### config.mk
export PLATFORM = sky130hd
export DESIGN_NAME = count_sched_flat
export DESIGN_NICKNAME = d
export VERILOG_FILES = /design/src/rtl/count_sched_if.sv /design/src/rtl/count_sched.sv /design/src/flat_wrapper.sv
export SDC_FILE = /design/constraint.sdc
export NUM_CORES = 1
export LEC_CHECK = 0
export CELL_PAD_IN_SITES_DETAIL_PLACEMENT = 0
export CELL_PAD_IN_SITES_GLOBAL_PLACEMENT = 1
export CORE_ASPECT_RATIO = 1.1
export CORE_MARGIN = 5
export CORE_UTILIZATION = 39
export DETAILED_ROUTE_END_ITERATION = 7
export HOLD_SLACK_MARGIN = 0.03
export PLACE_DENSITY_LB_ADDON = 0.05
export SYNTH_ARGS = -nofsm -noshare
export SYNTH_HDL_FRONTEND = slang
export SYNTH_SLANG_ARGS = --single-unit
### constraint.sdc
create_clock -name i_clk -period 7.9 [get_ports i_clk]
set_clock_uncertainty 0.1 [all_clocks]
set_input_delay 1.185 -clock i_clk [delete_from_list [all_inputs] [get_ports i_clk]]
set_output_delay 1.185 -clock i_clk [all_outputs]
set_load 0.005 [all_outputs]
### src/rtl/count_sched_if.sv
// count_sched_if: requester-side bundle for the shared counter scheduler.
// Carries per-requester request/length, the grant/done one-hots, busy and the counter value.
interface count_sched_if #(
  parameter int unsigned N_REQ = 4,
  parameter int unsigned WIDTH = 8
);

  logic [N_REQ-1:0]       req;
  logic [N_REQ*WIDTH-1:0] len;
  logic [N_REQ-1:0]       grant;
  logic                   busy;
  logic [N_REQ-1:0]       done;
  logic [WIDTH-1:0]       count;

  // Requester side drives requests and lengths, observes the scheduler
  modport master (
    output req,
    output len,
    input  grant,
    input  busy,
    input  done,
    input  count
  );

  // Scheduler side
  modport slave (
    input  req,
    input  len,
    output grant,
    output busy,
    output done,
    output count
  );

endinterface

### src/rtl/count_sched.sv
// count_sched: round-robin run scheduler owning a shared up-counter.
// Each granted run loads PRESET, counts up len[winner] steps, then pulses done[winner].
// Optional feature macro: COUNT_SCHED_ABORT_EN -- when defined, dropping req[winner]
// during RUN abandons the run (back to IDLE, no done, count frozen).
module count_sched #(
  parameter int unsigned      N_REQ  = 4,
  parameter int unsigned      WIDTH  = 8,
  parameter logic [WIDTH-1:0] PRESET = 8'h04
) (
  input  logic         i_clk,
  input  logic         i_reset,
  count_sched_if.slave bus
);

  localparam int unsigned PTR_W = (N_REQ > 1) ? $clog2(N_REQ) : 1;

  typedef enum logic [1:0] {
    S_IDLE = 2'd0,
    S_LOAD = 2'd1,
    S_RUN  = 2'd2,
    S_DONE = 2'd3
  } state_t;

  state_t             r_state;
  state_t             w_state_nxt;

  logic [PTR_W-1:0]   r_ptr;
  logic [WIDTH-1:0]   r_count;
  logic [WIDTH-1:0]   r_rem;
  logic [N_REQ-1:0]   r_grant;
  logic [N_REQ-1:0]   r_done;
  logic               r_busy;

  logic [PTR_W-1:0]   w_ptr_nxt;
  logic [WIDTH-1:0]   w_count_nxt;
  logic [WIDTH-1:0]   w_rem_nxt;
  logic [N_REQ-1:0]   w_grant_nxt;
  logic [N_REQ-1:0]   w_done_nxt;
  logic               w_busy_nxt;

  logic               w_win_valid;
  logic [PTR_W-1:0]   w_win_idx;
  logic [N_REQ-1:0]   w_win_onehot;
  logic [N_REQ-1:0]   w_own_onehot;
  logic [WIDTH-1:0]   w_len_sel;
`ifdef COUNT_SCHED_ABORT_EN
  logic               w_own_req;
`endif

  // Round-robin search: first set req bit starting just above the pointer, wrapping
  always_comb begin
    int unsigned      v_idx;
    logic [PTR_W-1:0] v_cand;
    w_win_valid = 1'b0;
    w_win_idx   = r_ptr;
    v_idx       = 0;
    v_cand      = '0;
    for (int unsigned k = 1; k <= N_REQ; k++) begin
      v_idx  = (32'(r_ptr) + k) % N_REQ;
      v_cand = PTR_W'(v_idx);
      if (!w_win_valid && bus.req[v_cand]) begin
        w_win_valid = 1'b1;
        w_win_idx   = v_cand;
      end
    end
  end

  assign w_win_onehot = N_REQ'(1) << w_win_idx;
  assign w_own_onehot = N_REQ'(1) << r_ptr;

  // Run length of the current owner, picked out of the packed length bus
  always_comb begin
    w_len_sel = '0;
    for (int unsigned i = 0; i < N_REQ; i++) begin
      if (r_ptr == PTR_W'(i)) begin
        w_len_sel = bus.len[i*WIDTH +: WIDTH];
      end
    end
  end

`ifdef COUNT_SCHED_ABORT_EN
  assign w_own_req = bus.req[r_ptr];
`endif

  // State register
  always_ff @(posedge i_clk) begin
    if (i_reset) begin
      r_state <= S_IDLE;
    end else begin
      r_state <= w_state_nxt;
    end
  end

  // Next-state logic
  always_comb begin
    w_state_nxt = r_state;
    case (r_state)
      S_IDLE: begin
        if (w_win_valid) begin
          w_state_nxt = S_LOAD;
        end
      end
      S_LOAD: begin
        if (w_len_sel == '0) begin
          w_state_nxt = S_DONE;
        end else begin
          w_state_nxt = S_RUN;
        end
      end
      S_RUN: begin
`ifdef COUNT_SCHED_ABORT_EN
        if (!w_own_req) begin
          w_state_nxt = S_IDLE;
        end else if (r_rem == WIDTH'(1)) begin
          w_state_nxt = S_DONE;
        end
`else
        if (r_rem == WIDTH'(1)) begin
          w_state_nxt = S_DONE;
        end
`endif
      end
      S_DONE: begin
        w_state_nxt = S_IDLE;
      end
      default: begin
        w_state_nxt = S_IDLE;
      end
    endcase
  end

  // Output/datapath next values; every output is registered from these
  always_comb begin
    w_ptr_nxt   = r_ptr;
    w_count_nxt = r_count;
    w_rem_nxt   = r_rem;
    w_grant_nxt = r_grant;
    w_done_nxt  = '0;
    w_busy_nxt  = (w_state_nxt != S_IDLE);
    case (r_state)
      S_IDLE: begin
        if (w_win_valid) begin
          w_grant_nxt = w_win_onehot;
          w_ptr_nxt   = w_win_idx;
        end
      end
      S_LOAD: begin
        w_count_nxt = PRESET;
        w_rem_nxt   = w_len_sel;
        if (w_state_nxt == S_DONE) begin
          w_done_nxt = w_own_onehot;
        end
      end
      S_RUN: begin
        if (w_state_nxt == S_IDLE) begin
          // Abandoned run: release the counter, leave its value untouched
          w_grant_nxt = '0;
        end else begin
          w_count_nxt = r_count + WIDTH'(1);
          w_rem_nxt   = r_rem - WIDTH'(1);
          if (w_state_nxt == S_DONE) begin
            w_done_nxt = w_own_onehot;
          end
        end
      end
      S_DONE: begin
        w_grant_nxt = '0;
      end
      default: begin
        w_grant_nxt = '0;
      end
    endcase
  end

  // Datapath and output registers
  always_ff @(posedge i_clk) begin
    if (i_reset) begin
      r_ptr   <= PTR_W'(N_REQ - 1);
      r_count <= '0;
      r_rem   <= '0;
      r_grant <= '0;
      r_done  <= '0;
      r_busy  <= 1'b0;
    end else begin
      r_ptr   <= w_ptr_nxt;
      r_count <= w_count_nxt;
      r_rem   <= w_rem_nxt;
      r_grant <= w_grant_nxt;
      r_done  <= w_done_nxt;
      r_busy  <= w_busy_nxt;
    end
  end

  assign bus.grant = r_grant;
  assign bus.done  = r_done;
  assign bus.busy  = r_busy;
  assign bus.count = r_count;

endmodule
### src/flat_wrapper.sv
// flat-port wrapper written by rule: the top's interface ports become plain ports
module count_sched_flat 
#(
  parameter int unsigned      N_REQ  = 4,
  parameter int unsigned      WIDTH  = 8,
  parameter logic [WIDTH-1:0] PRESET = 8'h04
)
  (i_clk, i_reset, bus_req, bus_len, bus_grant, bus_busy, bus_done, bus_count);
  count_sched_if #(.N_REQ(N_REQ), .WIDTH(WIDTH)) bus_i ();
  input  logic i_clk;
  input  logic i_reset;
  input wire logic [$bits(bus_i.req)-1:0] bus_req;
  input wire logic [$bits(bus_i.len)-1:0] bus_len;
  output wire logic [$bits(bus_i.grant)-1:0] bus_grant;
  output wire logic [$bits(bus_i.busy)-1:0] bus_busy;
  output wire logic [$bits(bus_i.done)-1:0] bus_done;
  output wire logic [$bits(bus_i.count)-1:0] bus_count;
  assign bus_i.req = bus_req;
  assign bus_i.len = bus_len;
  assign bus_grant = bus_i.grant;
  assign bus_busy = bus_i.busy;
  assign bus_done = bus_i.done;
  assign bus_count = bus_i.count;
  count_sched #(.N_REQ(N_REQ), .WIDTH(WIDTH), .PRESET(PRESET)) u_core (.i_clk(i_clk), .i_reset(i_reset), .bus(bus_i));
endmodule
After elaboration in Yosys (flattened, before gate mapping). Index checks and enable logic that the tools add are counted.

RAM bits: 0. Output and inout bits: 17. Word-level logic and storage cells: 80. Bits in latches: 0. Bits in read-only memories: 0. Register bits: 29. Input port bits: 38. Memories: 0.

Reduce and logical (&&, ||, !) cells: 16. Divide/modulo/power cells: 0. Shift operators: 2. Add/subtract/negate cells: 6. Eq/ne operators: 11. Mux-type cells: 34. Bitwise gates (word level): 0. Multiply operators: 0. Order comparisons: 4.

Operators by type and width (number): $mux 8 (6); $pmux 8 s2 (2); $mux 4 (4); $lt 2x3->1 const B (4); $mux 2 (6); $pmux 4 s3 (1); $eq 2x2->1 const B (5); $mux 1 (9); $add 8x1->8 const B (1); $bmux 1 s2 (4); $eq 8x1->1 const B (1); $logic_not 8->1 (1); $pmux 2 s4 (1); $pmux 4 s2 (1); $shl 1x2->4 const A (2); $sub 8x1->8 const B (1); $logic_not 2->1 (3); $add 2x1->2 const B (2); $add 2x2->2 const B (2); $eq 2x1->1 const B (2); $ne 2x1->1 const B (2); $reduce_and 2->1 (2); $reduce_bool 2->1 (2); $logic_and 1x1->1 (3); other kinds (4) (6).

Depth between registers and ports, before layout. Gate-level depths: netlist of the first run.

Word-level depth: 19. Mapped depth: 12. Mapped depth without buffers: 9.

Least setup slack after synthesis of the first run. Ideal clock, no wire load.

Path kind: input to register. Start: input port bus_req[1]. End: register u_core.r_rem[2]. Library setup time: 103 ps. Required time: 7697 ps. Path slack: 4892 ps. Arrival time: 2804 ps. Path buffers: 0. Stages: 7. Cell sequence: or4_4 o21ai_2 o31ai_1 or2_4 a21o_4 mux2i_1 a2111oi_2.

Cells in the longest elaborated chain, start to end: 17. Elaborated cells on any way between the ends: 23. Those cells by class: eq/ne (1); mux (14); reduce/logical (8).

Ends and longest elaborated chain: start, declared (RTL line flat_wrapper.sv:12) `input wire logic [$bits(bus_i.req)-1:0] bus_req;`; $bmux 1 s2 (RTL line count_sched.sv:61) `if (!w_win_valid && bus.req[v_cand]) begin`; $mux 1 (not written as such) (RTL line count_sched.sv:61); $mux 1 (RTL line count_sched.sv:61); $logic_not 1->1 (RTL line count_sched.sv:61); $logic_and 1x1->1 (RTL line count_sched.sv:61); $mux 1 (RTL line count_sched.sv:61); $logic_not 1->1 (RTL line count_sched.sv:61); $logic_and 1x1->1 (RTL line count_sched.sv:61); $mux 1 (RTL line count_sched.sv:61); $logic_not 1->1 (RTL line count_sched.sv:61); $logic_and 1x1->1 (RTL line count_sched.sv:61); $mux 1 * (RTL line count_sched.sv:61); $mux 2 * (RTL line count_sched.sv:99) `if (w_win_valid) begin`; $pmux 2 s4 * (RTL line count_sched.sv:97) `case (r_state)`; $logic_not 2->1 * (RTL line count_sched.sv:155) `if (w_state_nxt == S_IDLE) begin`; $ne 2x2->1 (no line) *; $reduce_and 2->1 (no line) *; end signal, assigned (RTL line count_sched.sv:187) `r_rem <= w_rem_nxt;`; end, declared (RTL line count_sched.sv:29) `logic [WIDTH-1:0] r_rem;`.

Every way passes the cells marked *; elsewhere a longest branch is shown, timed or not. The select of a mux whose other input is x is not followed. A chain may end at the register's enable or synchronous reset.

Worst setup path after layout of the first run.
Start: input port bus_req[1]. End: register u_core.r_count[0] (netlist: u_core.bus.count[0]).

Cells in the longest elaborated chain, start to end: 17. Elaborated cells on any way between the ends: 23. Those cells by class: eq/ne (1); mux (14); reduce/logical (8).

Ends and longest elaborated chain: $bmux 1 s2 (RTL line count_sched.sv:61); $mux 1 (not written as such) (RTL line count_sched.sv:61); $mux 1 (RTL line count_sched.sv:61); $logic_not 1->1 (RTL line count_sched.sv:61); $logic_and 1x1->1 (RTL line count_sched.sv:61); $mux 1 (RTL line count_sched.sv:61); $logic_not 1->1 (RTL line count_sched.sv:61); $logic_and 1x1->1 (RTL line count_sched.sv:61); $mux 1 (RTL line count_sched.sv:61); $logic_not 1->1 (RTL line count_sched.sv:61); $logic_and 1x1->1 (RTL line count_sched.sv:61); $mux 1 * (RTL line count_sched.sv:61); $mux 2 * (RTL line count_sched.sv:99); $pmux 2 s4 * (RTL line count_sched.sv:97); $logic_not 2->1 * (RTL line count_sched.sv:155); $ne 2x2->1 (no line) *; $reduce_and 2->1 (no line) *; end signal, assigned (RTL line count_sched.sv:186) `r_count <= w_count_nxt;`; end, declared (RTL line count_sched.sv:28) `logic [WIDTH-1:0] r_count;`.

Marked as above.

==> metrics, run 1 <==
fin area=2850 um^2; critical-path maximum fanout=11; Post-Route WL=6060 um; DP Worst Slack=4070 ps; total track usage=17.7%; Post-synth top flop=dfxtp_1; Hold Crit Class=reg2reg; Async SR Flop Fraction=0%; leakage power=1.05 nW; largest net degree at the start of global routing=28; Post-CTS Setup Inserts=0; Final Setup Violations=0; Critical R2R Launch=u_core.r_ptr[1]; Routed WL per cell=14.8 um; power per cell area=295 nW/um^2; Worst-path clk slew=70 ps; final count of hold timing violations=0; DIE AREA=7320 um^2; top-area cell type share of the netlist area=26.1%; Critical Path End=u_core.bus.count[0]; Tightest Pin Transition=943 ps; vias in the first global route=2199; Final WS setup=4350 ps; first-pass GRT wire length=10200 um; CTS H-tree lvls=2; most frequent cells after synthesis=dfxtp_1, nand2_1, nor2_1; kind of critical path=in2reg; hold buffers post-CTS=0; Internal=0.455 mW; Antenna Cells=0; final slew viol count=0; Slew HR=37.1%; r2r setup slk=4490 ps; CP bufs+invs=1; Yosys top cell by area=dfxtp_1; CP delay by family, top=simple AND/OR/NAND/NOR gates; critical path depth in cells=8; Worst Path Arrival=3640 ps; R2R depth=8; Cell Area, Synth=2220 um^2; crit start category=input port; main area contributors after synthesis=dfxtp_1, ha_1, nand2_1; Die H=89.2 um; clock latency on the worst-skew pair=280 ps; HPWL after DPL=4610 um; First-pass DRT Iterations=4; Starting Density=40.7%; residual DRC count=0; number of DRC markers in iteration 0=89; Net Sw Power=0.385 mW; outcome=complete, no violations; sequential share of the synthesized area=26.1%; clock tree buffer depth=2; Highest Clock Rate=282 MHz; routability cong.=0.833; worst r2r dst=u_core.bus.count[0]; Mapped Cells=288; CP Capture Type=flip-flop; clock share of power=14.4%; final worst path period need=3550 ps; combinational share of power=58.8%; setup TNS=0 ps; P&R area growth vs syn=28.1%; antenna violations before repair=0; final core area utilization=52.1%; die width=82.0 um; TritonCTS Sinks=29; Area after DPL=2760 um^2; syn_nets=338; register bit total from synthesis=29; critical path, cell by cell=clkdlybuf4s50_1, or4_4, o21ai_2, o31ai_1, or2_4, a21oi_2, nand2_1, a311oi_1; TritonCTS clock tree=done; Critical-path top delay cell=or4_4; Tcrit/Tclk final=44.9%; Synth Warn #=0; post-route ant nets=0; cts repair resizes=0; unrepaired setup endpoints after global routing=false; share of layout cells above drive strength 1=6.59%; nets=383; Clock Tree Root=clkbuf_8; Max stage delay on crit path=580 ps; CTS Buf Count=5; sequential power share=26.8%; CP required=7990 ps; MaxCap Viol Count=0; Port Buf Inserts=54; std cell rows=28; IO Pins=55; Synth cell types=60; Post-synth EDFFs=0; Switching Fraction=45.9%; global route overflow=0; number of fill cells=579; Vias/cell=5.56; total number of vias=2272; Core ar.=5470 um^2; Critical path origin=bus_req[1]; Avg Cell Area, Syn=7.72 um^2; most frequent cell after synthesis=dfxtp_1; Max IR drop VDD=164 uV
-- routing by layer --
layer / vias to the layer above / part of all wire, % / track usage (%)
met1: 1060 / 47 / 23.3
met4: 0 / 1.3 / 5.29
met2: 59 / 47 / 29.5
met3: 5 / 4.9 / 3.13
met5: - / 0 / 0
li1: 1148 / - / -
-- cell type report --
class	count	area (um^2)	share of cell area, %
clock buffer	5	68.8	2.42
clock inverter	3	17.5	0.615
inverter	20	75.1	2.64
multi-input combinational	222	1470	51.4
sequential	29	581	20.4
tap	75	93.8	3.29
timing repair buffer	55	548	19.2
-- worst reg2reg max path: cells and delay by family, from the launching register on --
family / cells / cell delay [ps]
compound gates: 3 / 1110
fa+ha+maj: 1 / 670
simple gates: 3 / 600
flops: 1 / 520
buf+inv: 1 / 300
-- power by group through the flow --
stage | registers [mW] | clock network (mW) | logic [mW]
2_1_floorplan | 0.214 | 0 | 0.391
3_3_place_gp | 0.228 | 0 | 0.495
3_5_place_dp | 0.228 | 0 | 0.493
4_1_cts | 0.225 | 0.124 | 0.495
5_1_grt | 0.233 | 0.131 | 0.557
6_report | 0.225 | 0.121 | 0.494
-- kinds of logic after synthesis --
kind of cell	share of synthesized area, %
AND/OR/NAND/NOR	27.4
AO/OA/AOI/OAI	29.5
buffers and inverters	8.04
flip-flops	26.1
adder cells (fa/ha/maj)	6.75
multiplexers	1.80
XOR/XNOR	0.394
-- through the flow --
stage                     cells  hold slack (ps)  total power [mW]
after floorplan             288              360             0.605
after global placement      401              367             0.723
after detailed placement    401              368             0.721
after CTS                   409              379             0.844
after global routing        409              403             0.921
final                       409              377             0.840
-- sequential cells by signal, summed over array words and instances, names as in the netlist --
name	flops
u_core.bus.count	8
u_core.bus.done	4
u_core.r_ptr	2
u_core.bus.busy	1
u_core.r_rem	8
u_core.r_state	2
u_core.bus.grant	4
-- layout by cell type (no fill, tap or decap), types with 7 or more instances in the layout --
master	instances
dfxtp_1	29
nor2b_1	10
a211oi_1	8
o21ai_0	11
nor3_1	9
a311oi_1	7
nand2_1	27
ha_1	12
inv_1	20
nor2_1	24
clkdlybuf4s50_1	54
a21oi_1	16
nand3_1	8
nand3b_1	7
-- worst min path at each step --
| stage | from | end | slack [ps] | depth (start not counted) |
|---|---|---|---|---|
| 6_report | u_core.bus.grant[0] | u_core.bus.grant[0] | 380 | 2 |
| 4_1_cts | u_core.bus.grant[0] | u_core.bus.grant[0] | 380 | 2 |
| 2_1_floorplan | u_core.r_rem[5] | u_core.r_rem[5] | 360 | 1 |
| 5_1_grt | u_core.bus.grant[0] | u_core.bus.grant[0] | 400 | 2 |
| 3_3_place_gp | u_core.bus.grant[0] | u_core.bus.grant[0] | 370 | 2 |
| 3_5_place_dp | u_core.bus.grant[0] | u_core.bus.grant[0] | 370 | 2 |
No activity file was read; power rests on OpenSTA's default activity.
==> run 2, diff against run 1 <==
--- a/config.mk
+++ b/config.mk
@@ -9,7 +9,7 @@
 export CELL_PAD_IN_SITES_GLOBAL_PLACEMENT = 1
 export CORE_ASPECT_RATIO = 1.1
 export CORE_MARGIN = 5
-export CORE_UTILIZATION = 39
+export CORE_UTILIZATION = 36
 export DETAILED_ROUTE_END_ITERATION = 7
 export HOLD_SLACK_MARGIN = 0.03
 export PLACE_DENSITY_LB_ADDON = 0.05
==> constraint.sdc (replaced) <==
create_clock -name i_clk -period 3.4 [get_ports i_clk]
set_clock_uncertainty 0.1 [all_clocks]
set_input_delay 0.51 -clock i_clk [delete_from_list [all_inputs] [get_ports i_clk]]
set_output_delay 0.51 -clock i_clk [all_outputs]
set_load 0.005 [all_outputs]
==> metrics, run 2 (synthesis gave the netlist of run 1 again) <==
Starting Density=36.6% (-4.1 points); global route overflow=0 (unchanged); die width=85.0 um (+3.6%); Max IR drop VDD=295 uV (+80%); final count of hold timing violations=0 (unchanged); largest net degree at the start of global routing=26 (-7.1%); Finished Layout Cells=421 (+2.9%); P&R area growth vs syn=31.5%; first-pass GRT wire length=10400 um (+1.7%); Final WS setup=312 ps (-4040 ps); Vias/cell=5.46 (-1.8%); vias in the first global route=2150 (-2.2%); std cell rows=30 (+7.1%); share of layout cells above drive strength 1=8.80% (+2.2 points); Final Setup Violations=0 (unchanged); clock share of power=15.6% (+1.2 points); Tightest Pin Transition=541 ps (-401 ps); DP Worst Slack=286 ps (-3790 ps); placed cells=413 (+3.0%); Die H=92.4 um (+3.6%); kind of critical path=reg2reg; DIE AREA=7850 um^2 (+7.3%); HPWL after DPL=4850 um (+5.3%); routability cong.=0.839 (+0.80%); residual DRC count=0 (unchanged); leakage power=1.09 nW (+4.1%); Max stage delay on crit path=540 ps (-40 ps); total number of vias=2297 (+1.1%); post-route ant nets=0 (unchanged); First-pass DRT Iterations=4 (unchanged); CP required=3470 ps (-4520 ps); number of DRC markers in iteration 0=121 (+36%); Switching Fraction=44.6% (-1.2 points); antenna violations before repair=0 (unchanged); Slew HR=63.3% (+26 points); TritonCTS Sinks=29 (unchanged); IO Pins=55 (unchanged); crit start category=flip-flop; final hold slack=385 ps (+7.41 ps); total track usage=16.1% (-1.6 points); TritonCTS clock tree=done; setup TNS=0 ps (unchanged); sequential power share=25.3% (-1.5 points); nets=390 (+1.8%); Total Power=2.07 mW (+150%); final slew viol count=0 (unchanged); Area after DPL=2820 um^2 (+2.1%); CTS Buf Count=5 (unchanged); Hold Crit Class=reg2reg; outcome=complete, no violations; Clock Tree Root=clkbuf_8; Port Buf Inserts=54 (unchanged); Core ar.=6080 um^2 (+11%); Antenna Cells=0 (unchanged); CP Capture Type=flip-flop; combinational share of power=59.1% (+0.3 points); Critical-path top delay cell=dfxtp_1; critical-path maximum fanout=17 (+6); clock tree buffer depth=2 (unchanged); final worst path period need=3090 ps; clock latency on the worst-skew pair=270 ps (about the same); Highest Clock Rate=324 MHz; final core area utilization=48.1% (-4.0 points); Net Sw Power=0.923 mW (+140%); Post-Route WL=6440 um (+6.2%); Internal=1.15 mW (+150%); Routed WL per cell=15.3 um (+3.2%); CTS H-tree lvls=2 (unchanged); power per cell area=707 nW/um^2 (+140%); Worst-path clk slew=70 ps (about the same); Tcrit/Tclk final=90.8%; Post-CTS Setup Inserts=0 (unchanged); critical path, cell by cell=inv_1, ha_1, nand3b_1, a221oi_1, nor4_1, and4_2, a21o_4, mux2i_1, a2111oi_2; fin area=2930 um^2 (+2.7%); MaxCap Viol Count=0 (unchanged); number of fill cells=639 (+10%); unrepaired setup endpoints after global routing=false; Worst Path Arrival=3150 ps (-490 ps); most frequent cells in the layout=clkdlybuf4s50_1, dfxtp_1, nand2_1, nor2_1, inv_1; most common cell after layout, fill and taps aside=clkdlybuf4s50_1
## run 2: cell types whose count changed in the layout (fill, tap and decap cells not counted)
cell and change:
buf_4 +7, ha_1 -1, clkinv_2 -1, clkinvlp_4 -1, ha_2 +1, clkbuf_8 +2
## run 2: power groups by stage
stage / Sequential (mW) / Clock, mW / Combinational (mW)
finish: 0.524 / 0.322 / 1.22
CTS: 0.523 / 0.328 / 1.22
detailed placement: 0.528 / 0 / 1.21
global route: 0.540 / 0.340 / 1.35
global placement: 0.532 / 0 / 1.21
floorplan: 0.497 / 0 / 0.910
## run 2: what timing repair did
item,CTS,global route
hold buffers,0,0
endpoints found under the setup margin,0,1
resized for setup,0,1
## run 2: routing by layer
| layer | GRT usage (%) | vias up | part of all wire (%) |
|---|---|---|---|
| li1 | - | 1163 | - |
| met1 | 21.2 | 1065 | 47 |
| met2 | 26.6 | 63 | 48 |
| met3 | 2.76 | 6 | 4.6 |
| met4 | 5.28 | 0 | 1.0 |
| met5 | 0 | - | 0 |
## run 2: cell type report
cell class / count / area, um^2 / area share, %
sequential: 29 / 581 / 19.8
tap: 80 / 100 / 3.42
clock buffer: 7 / 96.3 / 3.29
multi-input combinational: 222 / 1470 / 50.2
inverter: 20 / 75.1 / 2.57
timing repair buffer: 62 / 601 / 20.5
clock inverter: 1 / 5.00 / 0.171
## run 2: critical path, delay by kind of cell (launching register included)
kind | cells | cell delay, ps
flops | 1 | 540
mux | 1 | 160
simple gates | 3 | 650
fa+ha+maj | 1 | 390
compound gates | 3 | 1000
buf+inv | 1 | 140
## run 2: final timing paths
check / start / to / slack [ps] / cells after the start
min reg2reg: u_core.bus.grant[3] / u_core.bus.grant[3] / 380 / 2
max: u_core.r_ptr[1] / u_core.r_rem[2] / 310 / 9
max reg2reg: u_core.r_ptr[1] / u_core.r_rem[2] / 310 / 9
min: u_core.bus.grant[3] / u_core.bus.grant[3] / 380 / 2
